--- src/rtl/prompt_sequencer.sv ---
// Frame-synchronous scheduler for the prompt sprite overlays: shows prompts
// 0..N_PROMPTS-1 one at a time, separated by blank gaps, switching only at end-of-frame.
module prompt_sequencer #(
    parameter int N_PROMPTS    = 4,
    parameter int SHOW_FRAMES  = 120,
    parameter int GAP_FRAMES   = 30,
    parameter int BLINK_FRAMES = 0,
    parameter int H_LAST       = 799,
    parameter int V_LAST       = 524,
    localparam int IDX_W       = (N_PROMPTS > 1) ? $clog2(N_PROMPTS) : 1
) (
    input  logic                 clk,
    input  logic                 rst,
    input  logic [9:0]           hCount,
    input  logic [9:0]           vCount,
    input  logic                 start,
    input  logic                 skip,
    output logic [N_PROMPTS-1:0] en_out,
    output logic [IDX_W-1:0]     prompt_idx,
    output logic                 busy,
    output logic                 done,
    output logic                 frame_tick,
    output logic [2:0]           o_dbg_state
);

    localparam int SHOW_W = $clog2(SHOW_FRAMES) + 1;
    localparam int GAP_W  = $clog2(GAP_FRAMES) + 1;
    localparam int CNT_W  = (SHOW_W > GAP_W) ? SHOW_W : GAP_W;
    localparam int BLK_W  = $clog2(BLINK_FRAMES + 1) + 1;

    localparam logic [CNT_W-1:0] SHOW_LAST = CNT_W'(SHOW_FRAMES - 1);
    localparam logic [CNT_W-1:0] GAP_LAST  = CNT_W'(GAP_FRAMES - 1);
    localparam logic [BLK_W-1:0] BLK_LAST  = BLK_W'(BLINK_FRAMES - 1);
    localparam logic [IDX_W-1:0] IDX_LAST  = IDX_W'(N_PROMPTS - 1);

    typedef enum logic [2:0] {
        S_IDLE = 3'd0,
        S_ARM  = 3'd1,
        S_SHOW = 3'd2,
        S_GAP  = 3'd3,
        S_DONE = 3'd4
    } state_t;

    // Control protocol: start is a level sampled only in IDLE, skip is a level
    // sampled only in SHOW (latched until the next frame tick), done is a
    // single-cycle pulse; there is no back-pressure on any of them.

    state_t               r_state;
    logic [IDX_W-1:0]     r_idx;
    logic [CNT_W-1:0]     r_cnt;
    logic [BLK_W-1:0]     r_bcnt;
    logic                 r_phase;
    logic                 r_skip_pend;
    logic                 r_eof_q;
    logic                 r_frame_tick;
    logic [N_PROMPTS-1:0] r_en;

    state_t               w_state_nx;
    logic [IDX_W-1:0]     w_idx_nx;
    logic [CNT_W-1:0]     w_cnt_nx;
    logic [BLK_W-1:0]     w_bcnt_nx;
    logic                 w_phase_nx;
    logic                 w_skip_pend_nx;
    logic [N_PROMPTS-1:0] w_en_nx;
    logic                 w_eof;
    logic                 w_tick;

    // The counters may hold the last pixel for several clocks; only the first counts.
    assign w_eof  = (hCount == 10'(H_LAST)) && (vCount == 10'(V_LAST));
    assign w_tick = w_eof & ~r_eof_q;

    always_comb begin
        w_state_nx     = r_state;
        w_idx_nx       = r_idx;
        w_cnt_nx       = r_cnt;
        w_bcnt_nx      = r_bcnt;
        w_phase_nx     = r_phase;
        w_skip_pend_nx = 1'b0;
        w_en_nx        = '0;

        case (r_state)
            S_IDLE: begin
                if (start) begin
                    w_state_nx = S_ARM;
                    w_idx_nx   = '0;
                end
            end
            S_ARM: begin
                if (w_tick) begin
                    w_state_nx = S_SHOW;
                    w_idx_nx   = '0;
                    w_cnt_nx   = '0;
                    w_bcnt_nx  = '0;
                    w_phase_nx = 1'b0;
                end
            end
            S_SHOW: begin
                if (w_tick) begin
                    if (r_skip_pend || skip || (r_cnt == SHOW_LAST)) begin
                        w_state_nx = S_GAP;
                        w_cnt_nx   = '0;
                        w_bcnt_nx  = '0;
                        w_phase_nx = 1'b0;
                    end else begin
                        w_cnt_nx = r_cnt + CNT_W'(1);
                        if (BLINK_FRAMES > 0) begin
                            if (r_bcnt == BLK_LAST) begin
                                w_bcnt_nx  = '0;
                                w_phase_nx = ~r_phase;
                            end else begin
                                w_bcnt_nx = r_bcnt + BLK_W'(1);
                            end
                        end
                    end
                end else begin
                    w_skip_pend_nx = r_skip_pend | skip;
                end
            end
            S_GAP: begin
                if (w_tick) begin
                    if (r_cnt == GAP_LAST) begin
                        if (r_idx == IDX_LAST) begin
                            w_state_nx = S_DONE;
                        end else begin
                            w_state_nx = S_SHOW;
                            w_idx_nx   = r_idx + IDX_W'(1);
                            w_cnt_nx   = '0;
                            w_bcnt_nx  = '0;
                            w_phase_nx = 1'b0;
                        end
                    end else begin
                        w_cnt_nx = r_cnt + CNT_W'(1);
                    end
                end
            end
            S_DONE: begin
                w_state_nx = S_IDLE;
            end
            default: begin
                w_state_nx = S_IDLE;
            end
        endcase

        // Enables are computed from next-state values so they change on the tick edge.
        for (int i = 0; i < N_PROMPTS; i++) begin
            w_en_nx[i] = (w_state_nx == S_SHOW) && !w_phase_nx && (w_idx_nx == IDX_W'(i));
        end
    end

    always_ff @(posedge clk) begin
        if (rst) begin
            r_state      <= S_IDLE;
            r_idx        <= '0;
            r_cnt        <= '0;
            r_bcnt       <= '0;
            r_phase      <= 1'b0;
            r_skip_pend  <= 1'b0;
            r_eof_q      <= 1'b0;
            r_frame_tick <= 1'b0;
            r_en         <= '0;
        end else begin
            r_state      <= w_state_nx;
            r_idx        <= w_idx_nx;
            r_cnt        <= w_cnt_nx;
            r_bcnt       <= w_bcnt_nx;
            r_phase      <= w_phase_nx;
            r_skip_pend  <= w_skip_pend_nx;
            r_eof_q      <= w_eof;
            r_frame_tick <= w_tick;
            r_en         <= w_en_nx;
        end
    end

    assign en_out      = r_en;
    assign prompt_idx  = r_idx;
    assign busy        = (r_state == S_ARM) || (r_state == S_SHOW) || (r_state == S_GAP);
    assign done        = (r_state == S_DONE);
    assign frame_tick  = r_frame_tick;
    assign o_dbg_state = r_state;

endmodule

--- config.mk ---
export PLATFORM = sky130hd
export DESIGN_NAME = prompt_sequencer
export DESIGN_NICKNAME = d
export VERILOG_FILES = /design/src/rtl/prompt_sequencer.sv
export SDC_FILE = /design/constraint.sdc
export NUM_CORES = 1
export LEC_CHECK = 0
export ABC_AREA = 1
export BUFFER_PORTS_ARGS = -buffer_cell sky130_fd_sc_hd__buf_2
export CAP_MARGIN = 20
export CORE_UTILIZATION = 33
export CTS_CLUSTER_DIAMETER = 150
export DETAILED_ROUTE_END_ITERATION = 8
export HOLD_SLACK_MARGIN = 0.08
export RECOVER_POWER = 50
export SLEW_MARGIN = 20
export SYNTH_ARGS = -nofsm -noshare
export SYNTH_HDL_FRONTEND = slang
export SYNTH_SLANG_ARGS = --single-unit
export TNS_END_PERCENT = 100
--- constraint.sdc ---
create_clock -name clk -period 4.35 [get_ports clk]
set_input_delay 0.6525 -clock clk [delete_from_list [all_inputs] [get_ports clk]]
set_output_delay 0.6525 -clock clk [all_outputs]
set_load 0.01 [all_outputs]
==> metrics.yaml <==
portBuffers: 35
wl_per_cell_microns: 10.2
grt_pass1_vias: 1368
ios: 36
worstSetupPathType: "in2reg"
syn_area_sq_mm: 0.00134
yosysTopAreaCellShare: 0.314
relSlewSlack: 0.738
setup_violations: 0
cp_data_required_time_ns: 4.56
hold_viol: 0
synth_compound_area_frac: 0.0795
fillerInstances: 430
ys_seq_area_frac: 0.314
clock_path_buffers: 2
cp_max_fo: 4
grt_max_degree: 14
p_leak_nw: 0.749
rows: 22
cts_buffers: 3
synth_fa_ha_area_frac: 0.0187
clk_latency_ns: 0.27
post_cts_resized: 0
hold_start: "r_eof_q"
clk_transition_reported_paths_ns: 0.08
yosysWarnings: 0
place.gp.congestion: 0.797
hold-worst-slack_ns: 0.419
hold_buffers: 0
grt_pass1_wl_microns: 5540
post_cts_buffers: 0
final.min_clock_period_ns: 1.94
cp-end-kind: "flip-flop"
hp-class: "reg2reg"
initial_core_util: 0.355
root_buffer: "clkbuf_8"
drive_gt1_frac: 0.173
worst_slack_ns: 2.41
synthCells: 216
timing.final.crit_share: 0.445
finalSetupTns_ns: 0
die_y_microns: 65.7
ir_drop_v: 0.000129
wl_microns: 3090
layout_commonest_cell: "nor2_1"
rsz0062_at_grt: "false"
vias_per_cell: 4.66
grt.total_usage: 0.165
cts.sinks: 21
yosys.area_share.simple: 0.468
ys_seq_elements: 21
synth-xor-area-share: 0.0131
via_count: 1411
max_freq_mhz: 516
synth_top_family_by_area: "simple AND/OR/NAND/NOR gates"
final_area_sq_mm: 0.00160
nets: 282
syn2layout_area_growth_pct: 19.8
grt_overflow: 0
yosys-top-cells-area: "dfxtp_1 31%, nor2_1 13%, nand2_1 12%"
drt-initial-drc-count: 48
endpoint: "en_out[0]"
p_per_area_mw_per_mm2: 233
status: "finished, final reports clean"
cts_tree: "done"
r2r_end: "en_out[0]"
slew_violations: 0
cp-start-kind: "primary input"
post-route-drc-count: 0
synth_fp_nets: 242
r2r_start: "r_cnt[0]"
core_area_sq_mm: 0.00377
drtPass1Iterations: 4
antenna_found_initial: 0
yosys-mux-area-fraction: 0
reg2reg_slack_ns: 2.60
tightest_slew_ns: 0.393
dp_hpwl_microns: 2560
final_cell_mix: "48 x nor2_1, 44 x nand2_1, 35 x inv_1"
die_area_sq_mm: 0.00431
p_total_mw: 0.373
worstPathArrival_ns: 2.15
synth_cell_types: 25
cp-startpoint: "vCount[8]"
yosys.area.top_type: "dfxtp_1"
preCtsSetupSlack_ns: 2.23
die_w_microns: 65.7
htreeDepth: 1
finalClockSkew_ns: 0.00227
postPlaceCellArea_sq_mm: 0.00157
max_cap_violations: 0
diodes: 0
ant_nets: 0
syn_area_per_cell_sq_um: 6.19
rr_worst_depth: 9
-- how the worst min path moves through the flow --
stage | depth (start not counted) | slack, ns | endpoint
after detailed placement | 1 | 0.41 | frame_tick
after floorplan | 1 | 0.40 | frame_tick
after CTS | 1 | 0.43 | frame_tick
final | 1 | 0.42 | frame_tick
after global placement | 1 | 0.41 | frame_tick
after global routing | 1 | 0.46 | frame_tick
-- layer usage --
layer	vias up	GRT usage	wire [microns]
met3	6	0.0382	137
li1	757	-	-
met2	28	0.288	1420
met5	-	0	0
met1	620	0.200	1490
met4	0	0.0408	48
-- kinds of logic (layout without fill, tap and decap cells) --
logic type,Yosys count,in the layout
adder cells (fa/ha/maj),2,2
XOR/XNOR,2,2
buffers and inverters,38,77
flip-flops,21,21
AO/OA/AOI/OAI,17,17
AND/OR/NAND/NOR,136,136
-- critical path: stages --
cell     delay [ns]
buf_2          0.10
inv_1          0.04
nand2_1        0.04
nor2_1         0.14
nand3_1        0.10
nor2_1         0.25
nand3_1        0.15
nand2_1        0.15
nand3_1        0.14
nor2_2         0.19
nand3_1        0.11
nor2_1         0.09
-- registers in the layout (all words and copies together) (netlist names) --
signal	flops
r_skip_pend	1
r_eof_q	1
en_out	4
r_cnt	8
frame_tick	1
r_phase	1
o_dbg_state	3
prompt_idx	2
-- layout make-up --
class	count	area, sq um	share of cell area
Inverter	38	143	0.0890
Tap cell	48	60.1	0.0375
Clock buffer	3	41.3	0.0258
Sequential cell	21	420	0.262
Multi-Input combinational cell	157	769	0.480
Timing Repair Buffer	35	161	0.101
Clock inverter	1	7.51	0.00468
-- report_power, final --
part           internal (mW)  leakage, nW  switching [mW]
Sequential             0.193        0.169        0.000944
Combinational         0.0171        0.558          0.0268
Clock                 0.0648       0.0217          0.0706
-- stage by stage --
stage                util  instances
global route        0.425        303
finish              0.425        303
floorplan               -        216
CTS                 0.430        303
global placement    0.417        299
detailed placement  0.417        299
-- Yosys cell counts --
cell and number:
o21ai_4 1, nor2_2 3, ha_1 2, nor2_1 47
dfxtp_1 21, nor3b_1 1, nor2_4 3, o22ai_1 1
inv_1 35, nor4_1 2, nand2_2 5, a211oi_1 2
nand3_1 20, nand2_1 43, or2_0 1, a21oi_1 8
nor3b_2 1, a21oi_2 1, nand2_4 1, inv_2 3
nand4_1 7, o21ai_1 1, xor2_1 2, nor3_1 2
o21ai_0 3
Note: power is estimated with default switching activity, not from simulation.
